$ cat src/rtl/sdr_cmd_arb_if.sv
// ============================================================================
// sdr_cmd_arb_if : request/done/grant bundle of the SDRAM command arbiter, rev 1.0
// ============================================================================
`default_nettype none

interface sdr_cmd_arb_if;
  logic       init_done;
  logic       wr_req;
  logic       rd_req;
  logic       wr_done;
  logic       rd_done;
  logic       ref_done;
  logic       wr_grant;
  logic       rd_grant;
  logic       ref_grant;
  logic [2:0] arb_state;
  logic [3:0] ref_pend;
  logic       ref_ovf;

  // arbiter side
  modport slave (
    input  init_done, wr_req, rd_req, wr_done, rd_done, ref_done,
    output wr_grant, rd_grant, ref_grant, arb_state, ref_pend, ref_ovf
  );

  // user ports and engines side
  modport master (
    output init_done, wr_req, rd_req, wr_done, rd_done, ref_done,
    input  wr_grant, rd_grant, ref_grant, arb_state, ref_pend, ref_ovf
  );
endinterface

`default_nettype wire

$ cat src/rtl/sdr_cmd_arb.sv
// ============================================================================
// sdr_cmd_arb : SDRAM engine arbiter with refresh timer and pending counter, rev 1.0
// ============================================================================
`default_nettype none

module sdr_cmd_arb #(
  parameter int REF_INTERVAL = 1300,
  parameter int REF_URGENT   = 4,
  parameter int REF_MAX      = 8
) (
  input  logic         clk,
  input  logic         rst_n,
  sdr_cmd_arb_if.slave arb_io
);

  localparam int            TW          = (REF_INTERVAL > 1) ? $clog2(REF_INTERVAL) : 1;
  localparam logic [TW-1:0] TMR_LAST    = TW'(REF_INTERVAL - 1);
  localparam logic [3:0]    PEND_URGENT = 4'(REF_URGENT);
  localparam logic [3:0]    PEND_MAX    = 4'(REF_MAX);

  typedef enum logic [2:0] {
    ST_WAIT_INIT = 3'd0,
    ST_IDLE      = 3'd1,
    ST_WRITE     = 3'd2,
    ST_READ      = 3'd3,
    ST_REFRESH   = 3'd4
  } state_e;

  state_e        state_q, state_d;
  logic          last_rd_q, last_rd_d;
  logic [TW-1:0] tmr_q, tmr_d;
  logic [3:0]    pend_q, pend_d;
  logic          ovf_q, ovf_d;
  logic          wr_gnt_q, wr_gnt_d;
  logic          rd_gnt_q, rd_gnt_d;
  logic          ref_gnt_q, ref_gnt_d;
  logic          tick;
  logic          ref_dec;

  always_comb begin
    tmr_d = tmr_q;
    tick  = 1'b0;
    if (state_q == ST_WAIT_INIT) begin
      tmr_d = '0;
    end else if (tmr_q == TMR_LAST) begin
      tmr_d = '0;
      tick  = 1'b1;
    end else begin
      tmr_d = tmr_q + TW'(1);
    end
  end

  // A tick and a completed refresh in the same cycle cancel out.
  always_comb begin
    ref_dec = (state_q == ST_REFRESH) && arb_io.ref_done;
    pend_d  = pend_q;
    ovf_d   = ovf_q;
    if (tick && (pend_q == PEND_MAX)) begin
      ovf_d = 1'b1;
    end
    if (tick && !ref_dec) begin
      if (pend_q < PEND_MAX) begin
        pend_d = pend_q + 4'd1;
      end
    end else if (!tick && ref_dec) begin
      if (pend_q != 4'd0) begin
        pend_d = pend_q - 4'd1;
      end
    end
  end

  always_comb begin
    state_d   = state_q;
    last_rd_d = last_rd_q;
    case (state_q)
      ST_WAIT_INIT: begin
        if (arb_io.init_done) state_d = ST_IDLE;
      end
      ST_IDLE: begin
        if (pend_q >= PEND_URGENT) begin
          state_d = ST_REFRESH;
        end else if (arb_io.wr_req && arb_io.rd_req) begin
          state_d = last_rd_q ? ST_WRITE : ST_READ;
        end else if (arb_io.wr_req) begin
          state_d = ST_WRITE;
        end else if (arb_io.rd_req) begin
          state_d = ST_READ;
        end else if (pend_q != 4'd0) begin
          state_d = ST_REFRESH;
        end
      end
      ST_WRITE: begin
        if (arb_io.wr_done) begin
          state_d   = ST_IDLE;
          last_rd_d = 1'b0;
        end
      end
      ST_READ: begin
        if (arb_io.rd_done) begin
          state_d   = ST_IDLE;
          last_rd_d = 1'b1;
        end
      end
      ST_REFRESH: begin
        if (arb_io.ref_done) state_d = ST_IDLE;
      end
      default: state_d = ST_WAIT_INIT;
    endcase

    // Grants trail the state by one cycle and drop right after the done pulse.
    wr_gnt_d  = (state_q == ST_WRITE)   && !arb_io.wr_done;
    rd_gnt_d  = (state_q == ST_READ)    && !arb_io.rd_done;
    ref_gnt_d = (state_q == ST_REFRESH) && !arb_io.ref_done;
  end

  always_ff @(posedge clk or negedge rst_n) begin
    if (!rst_n) begin
      state_q   <= ST_WAIT_INIT;
      last_rd_q <= 1'b1;
      tmr_q     <= '0;
      pend_q    <= 4'd0;
      ovf_q     <= 1'b0;
      wr_gnt_q  <= 1'b0;
      rd_gnt_q  <= 1'b0;
      ref_gnt_q <= 1'b0;
    end else begin
      state_q   <= state_d;
      last_rd_q <= last_rd_d;
      tmr_q     <= tmr_d;
      pend_q    <= pend_d;
      ovf_q     <= ovf_d;
      wr_gnt_q  <= wr_gnt_d;
      rd_gnt_q  <= rd_gnt_d;
      ref_gnt_q <= ref_gnt_d;
    end
  end

  assign arb_io.wr_grant  = wr_gnt_q;
  assign arb_io.rd_grant  = rd_gnt_q;
  assign arb_io.ref_grant = ref_gnt_q;
  assign arb_io.arb_state = state_q;
  assign arb_io.ref_pend  = pend_q;
  assign arb_io.ref_ovf   = ovf_q;

endmodule

`default_nettype wire

$ cat src/flat_wrapper.sv
// flat-port wrapper written by rule: the top's interface ports become plain ports
module sdr_cmd_arb_flat 
#(
  parameter int REF_INTERVAL = 1300,
  parameter int REF_URGENT   = 4,
  parameter int REF_MAX      = 8
)
  (clk, rst_n, arb_io_init_done, arb_io_wr_req, arb_io_rd_req, arb_io_wr_done, arb_io_rd_done, arb_io_ref_done, arb_io_wr_grant, arb_io_rd_grant, arb_io_ref_grant, arb_io_arb_state, arb_io_ref_pend, arb_io_ref_ovf);
  sdr_cmd_arb_if arb_io_i ();
  input  logic clk;
  input  logic rst_n;
  input wire logic [$bits(arb_io_i.init_done)-1:0] arb_io_init_done;
  input wire logic [$bits(arb_io_i.wr_req)-1:0] arb_io_wr_req;
  input wire logic [$bits(arb_io_i.rd_req)-1:0] arb_io_rd_req;
  input wire logic [$bits(arb_io_i.wr_done)-1:0] arb_io_wr_done;
  input wire logic [$bits(arb_io_i.rd_done)-1:0] arb_io_rd_done;
  input wire logic [$bits(arb_io_i.ref_done)-1:0] arb_io_ref_done;
  output wire logic [$bits(arb_io_i.wr_grant)-1:0] arb_io_wr_grant;
  output wire logic [$bits(arb_io_i.rd_grant)-1:0] arb_io_rd_grant;
  output wire logic [$bits(arb_io_i.ref_grant)-1:0] arb_io_ref_grant;
  output wire logic [$bits(arb_io_i.arb_state)-1:0] arb_io_arb_state;
  output wire logic [$bits(arb_io_i.ref_pend)-1:0] arb_io_ref_pend;
  output wire logic [$bits(arb_io_i.ref_ovf)-1:0] arb_io_ref_ovf;
  assign arb_io_i.init_done = arb_io_init_done;
  assign arb_io_i.wr_req = arb_io_wr_req;
  assign arb_io_i.rd_req = arb_io_rd_req;
  assign arb_io_i.wr_done = arb_io_wr_done;
  assign arb_io_i.rd_done = arb_io_rd_done;
  assign arb_io_i.ref_done = arb_io_ref_done;
  assign arb_io_wr_grant = arb_io_i.wr_grant;
  assign arb_io_rd_grant = arb_io_i.rd_grant;
  assign arb_io_ref_grant = arb_io_i.ref_grant;
  assign arb_io_arb_state = arb_io_i.arb_state;
  assign arb_io_ref_pend = arb_io_i.ref_pend;
  assign arb_io_ref_ovf = arb_io_i.ref_ovf;
  sdr_cmd_arb #(.REF_INTERVAL(REF_INTERVAL), .REF_URGENT(REF_URGENT), .REF_MAX(REF_MAX)) u_core (.clk(clk), .rst_n(rst_n), .arb_io(arb_io_i));
endmodule
$ cat config.mk
export PLATFORM = sky130hd
export DESIGN_NAME = sdr_cmd_arb_flat
export DESIGN_NICKNAME = d
export VERILOG_FILES = /design/src/rtl/sdr_cmd_arb_if.sv /design/src/rtl/sdr_cmd_arb.sv /design/src/flat_wrapper.sv
export SDC_FILE = /design/constraint.sdc
export NUM_CORES = 1
export LEC_CHECK = 0
export CORE_MARGIN = 2
export CORE_UTILIZATION = 56
export DETAILED_ROUTE_END_ITERATION = 7
export PLACE_DENSITY_LB_ADDON = 0.05
export SYNTH_ARGS = -nofsm -noshare
export SYNTH_HDL_FRONTEND = slang
export SYNTH_SLANG_ARGS = --single-unit
$ cat constraint.sdc
create_clock -name clk -period 4.3 [get_ports clk]
set_clock_uncertainty 0.1 [all_clocks]
set_input_delay 0.86 -clock clk [delete_from_list [all_inputs] [get_ports clk]]
set_output_delay 0.86 -clock clk [all_outputs]
set_load 0.1 [all_outputs]
==> flow_metrics.py <==
metrics = {
    "logic_synthesis": {
        "netlist_instances": 123,
        "ys_top_cells_by_area": "dfrtp_1 (45%), nor2_1 (6.5%), xnor2_1 (5.8%)",
        "yosys.area.top_type": "dfrtp_1",
        "synth-seq-cells": 23,
        "syn_area_per_cell_um2": 9.89,
        "synth_common_cells": "dfrtp_1 (22), nor2_1 (21), nand2_1 (8), xnor2_1 (8), o21ai_0 (6)",
        "netlist_area_um2": 1220,
        "synth_ff_type": "dfrtp_1",
        "ys_seq_area_share_pct": 47.4,
        "synth.most_common_cell": "dfrtp_1",
        "syn_nets": 134,
        "ys_warn_count": 0,
        "async_reset_ff_share_pct": 100,
        "synth_top_area_share_pct": 45.3,
        "synth_edf_count": 0,
        "ys_types": 38,
    },
    "floorplanning": {
        "core_area_um2": 2000,
        "die-height_um": 50.6,
        "ios": 19,
        "dieWidth_um": 50.6,
        "start_util_pct": 60.7,
        "dieArea_um2": 2560,
        "fp-row-count": 16,
    },
    "pwr": {
        "power_uw": 718,
        "powerDensity_nw_per_um2": 498,
        "ir_worst_vdd_mv": 0.416,
        "p_leak_nw": 0.620,
    },
    "sta": {
        "final_max_slew_viol_count": 0,
        "max_slew_margin_pct": 18.5,
        "finalCritPeriodShare_pct": 71.0,
        "hold_viol_final": 0,
        "setup_viol": 0,
        "period_needed_ps": 3050,
        "fin_setup_tns_ps": 0,
        "tightest_slew_ps": 1210,
        "rsz0062_at_grt": "false",
        "hold_ws_ps": 385,
        "fmax_mhz": 328,
    },
    "worst_setup_path": {
        "critPathTopFamily": "buffers and inverters",
        "ff2ff_path_depth": 9,
        "slowest_stage": "clkdlybuf4s50_1",
        "critPathMaxFanout": 13,
        "cp-start-kind": "register",
        "critical_path_required_ps": 3340,
        "crit_buf_inv": 1,
        "reg2reg_setup_slack_ps": 1710,
        "critPathCaptureType": "output pin",
        "crit_type": "reg2out",
        "cpPeakStageDelay_ps": 1200,
        "worst-endpoint-arrival_ps": 2090,
        "reg2reg_from": "u_core.tmr_q[0]",
        "crit_chain": "clkdlybuf4s50_1",
        "timing.rr.end": "u_core.arb_io.ref_pend[3]",
    },
    "drt": {
        "wl_per_cell_um": 14.0,
        "postRouteWirelength_mm": 2.37,
        "drt-initial-drc-count": 15,
        "drcViolationCount": 0,
        "final_antenna_net_count": 0,
        "num_vias": 943,
        "drt-pass1-iter-count": 4,
        "via_per_inst": 5.58,
    },
    "grt": {
        "antenna_found_initial": 0,
        "grt_use_total_pct": 20.7,
        "grt_pass1_vias": 907,
        "grt_overflow": 0,
        "grt_pass1_wl_mm": 4.08,
        "grt_max_degree": 24,
    },
    "clocking": {
        "cts_tree": "yes",
        "postCtsHoldBufs": 0,
        "clkTransAtPathRegs_ps": 140,
        "numCtsBuffers": 3,
        "postCtsSetupBuffers": 0,
        "cts.sink_count": 23,
        "clockBufferDepth": 2,
        "cts_root_buf": "clkbuf_4",
        "ctsResizeCount": 0,
        "clock_latency_ps": 310,
        "htree_levels": 1,
    },
    "finish": {
        "diodes": 0,
        "multiInputGateArea_um2": 608,
        "fin_nets": 154,
        "areaGrowthSynthToFinish_pct": 18.4,
        "seq_area_um2": 577,
        "fillers": 162,
        "final_core_util_pct": 71.9,
        "drive_above_1_share_pct": 8.45,
    },
    "flow_run": {
        "maxCapViolCount": 0,
    },
    "placement": {
        "dp_hpwl_mm": 1.75,
        "gp_congestion": 0.843,
        "port_buffers": 18,
    },
    "run_status": {
        "status": "finished clean",
    },
    "worst_hold_path": {
        "min_to": "u_core.arb_io.ref_ovf",
        "worstHoldStart": "u_core.arb_io.ref_ovf",
        "hold-path-cell-count": 1,
        "hold_path.class": "reg2reg",
    },
}
==> cell families (layout without fill, tap and decap cells) <==
logic type / after synthesis / after routing / share of synthesized area (%)
and+or+nand+nor: 55 / 55 / 23.6
AOI/OAI and AO/OA: 21 / 21 / 11.5
DFF: 23 / 23 / 47.4
xor gates and xnor gates: 13 / 13 / 9.36
muxes: 2 / 2 / 2.47
buffers and inverters: 6 / 25 / 2.57
adders and majority gates: 3 / 3 / 3.09
==> area by class of cell <==
cell class,count,share of cell area (%)
timing repair buffer,18,12.5
sequential,23,40.1
clock inverter,1,0.521
tap,27,2.35
multi-input combinational,94,42.2
inverter,3,0.782
clock buffer,3,1.56
==> sequential cells by signal, indices dropped and copies added, names as in the netlist <==
| register | count |
|---|---|
| u_core.arb_io.arb_state | 3 |
| u_core.arb_io.rd_grant | 1 |
| u_core.arb_io.ref_grant | 1 |
| u_core.arb_io.ref_ovf | 1 |
| u_core.arb_io.ref_pend | 4 |
| u_core.arb_io.wr_grant | 1 |
| u_core.last_rd_q | 1 |
| u_core.tmr_q | 11 |
==> metal layers <==
metal,GRT usage (%),up-vias,part of all wire [%],routed length (um)
met1,28.4,449,47,1120
met3,3.87,2,4.1,97
li1,-,468,-,-
met5,0,-,0,0
met4,4.05,0,0.59,14
met2,34.4,24,48,1140
==> report_power, final <==
| group | internal (mW) | total (mW) | switching, mW |
|---|---|---|---|
| Clock | 0.0354 | 0.105 | 0.0692 |
| Combinational | 0.0970 | 0.296 | 0.199 |
| Sequential | 0.262 | 0.317 | 0.0550 |
==> metrics by stage <==
stage / instance area, um2 / cells / worst slack [ps]
floorplan: 1220 / 123 / 1760
global placement: 1410 / 165 / 1520
detailed placement: 1410 / 165 / 1390
CTS: 1440 / 169 / 1230
global route: 1440 / 169 / 1160
finish: 1440 / 169 / 1250
==> worst max-delay path by stage <==
stage                                    start                   endpoint  slack, ps  depth (start not counted)
detailed placement             arb_io_ref_done  u_core.arb_io.ref_pend[3]       1390                          8
finish              u_core.arb_io.arb_state[2]        arb_io_arb_state[2]       1250                          1
global route        u_core.arb_io.arb_state[2]        arb_io_arb_state[2]       1160                          1
floorplan           u_core.arb_io.arb_state[0]  u_core.arb_io.ref_pend[3]       1760                          8
CTS                 u_core.arb_io.arb_state[2]        arb_io_arb_state[2]       1230                          1
global placement               arb_io_ref_done  u_core.arb_io.ref_pend[3]       1520                          8
==> placed cells by master, fill, tap and decap left out, types with 2 or more instances in the layout <==
master / instances
a21oi_1: 4
a31oi_1: 2
and2_1: 2
clkbuf_4: 3
clkdlybuf4s50_1: 18
dfrtp_1: 22
ha_1: 3
inv_1: 3
mux2_4: 2
nand2_1: 8
nand3_1: 5
nor2_1: 21
nor2b_1: 4
nor3_1: 2
nor4b_1: 4
o21ai_0: 6
xnor2_1: 8
xor2_1: 5
Power figures use the tool's default switching activity.
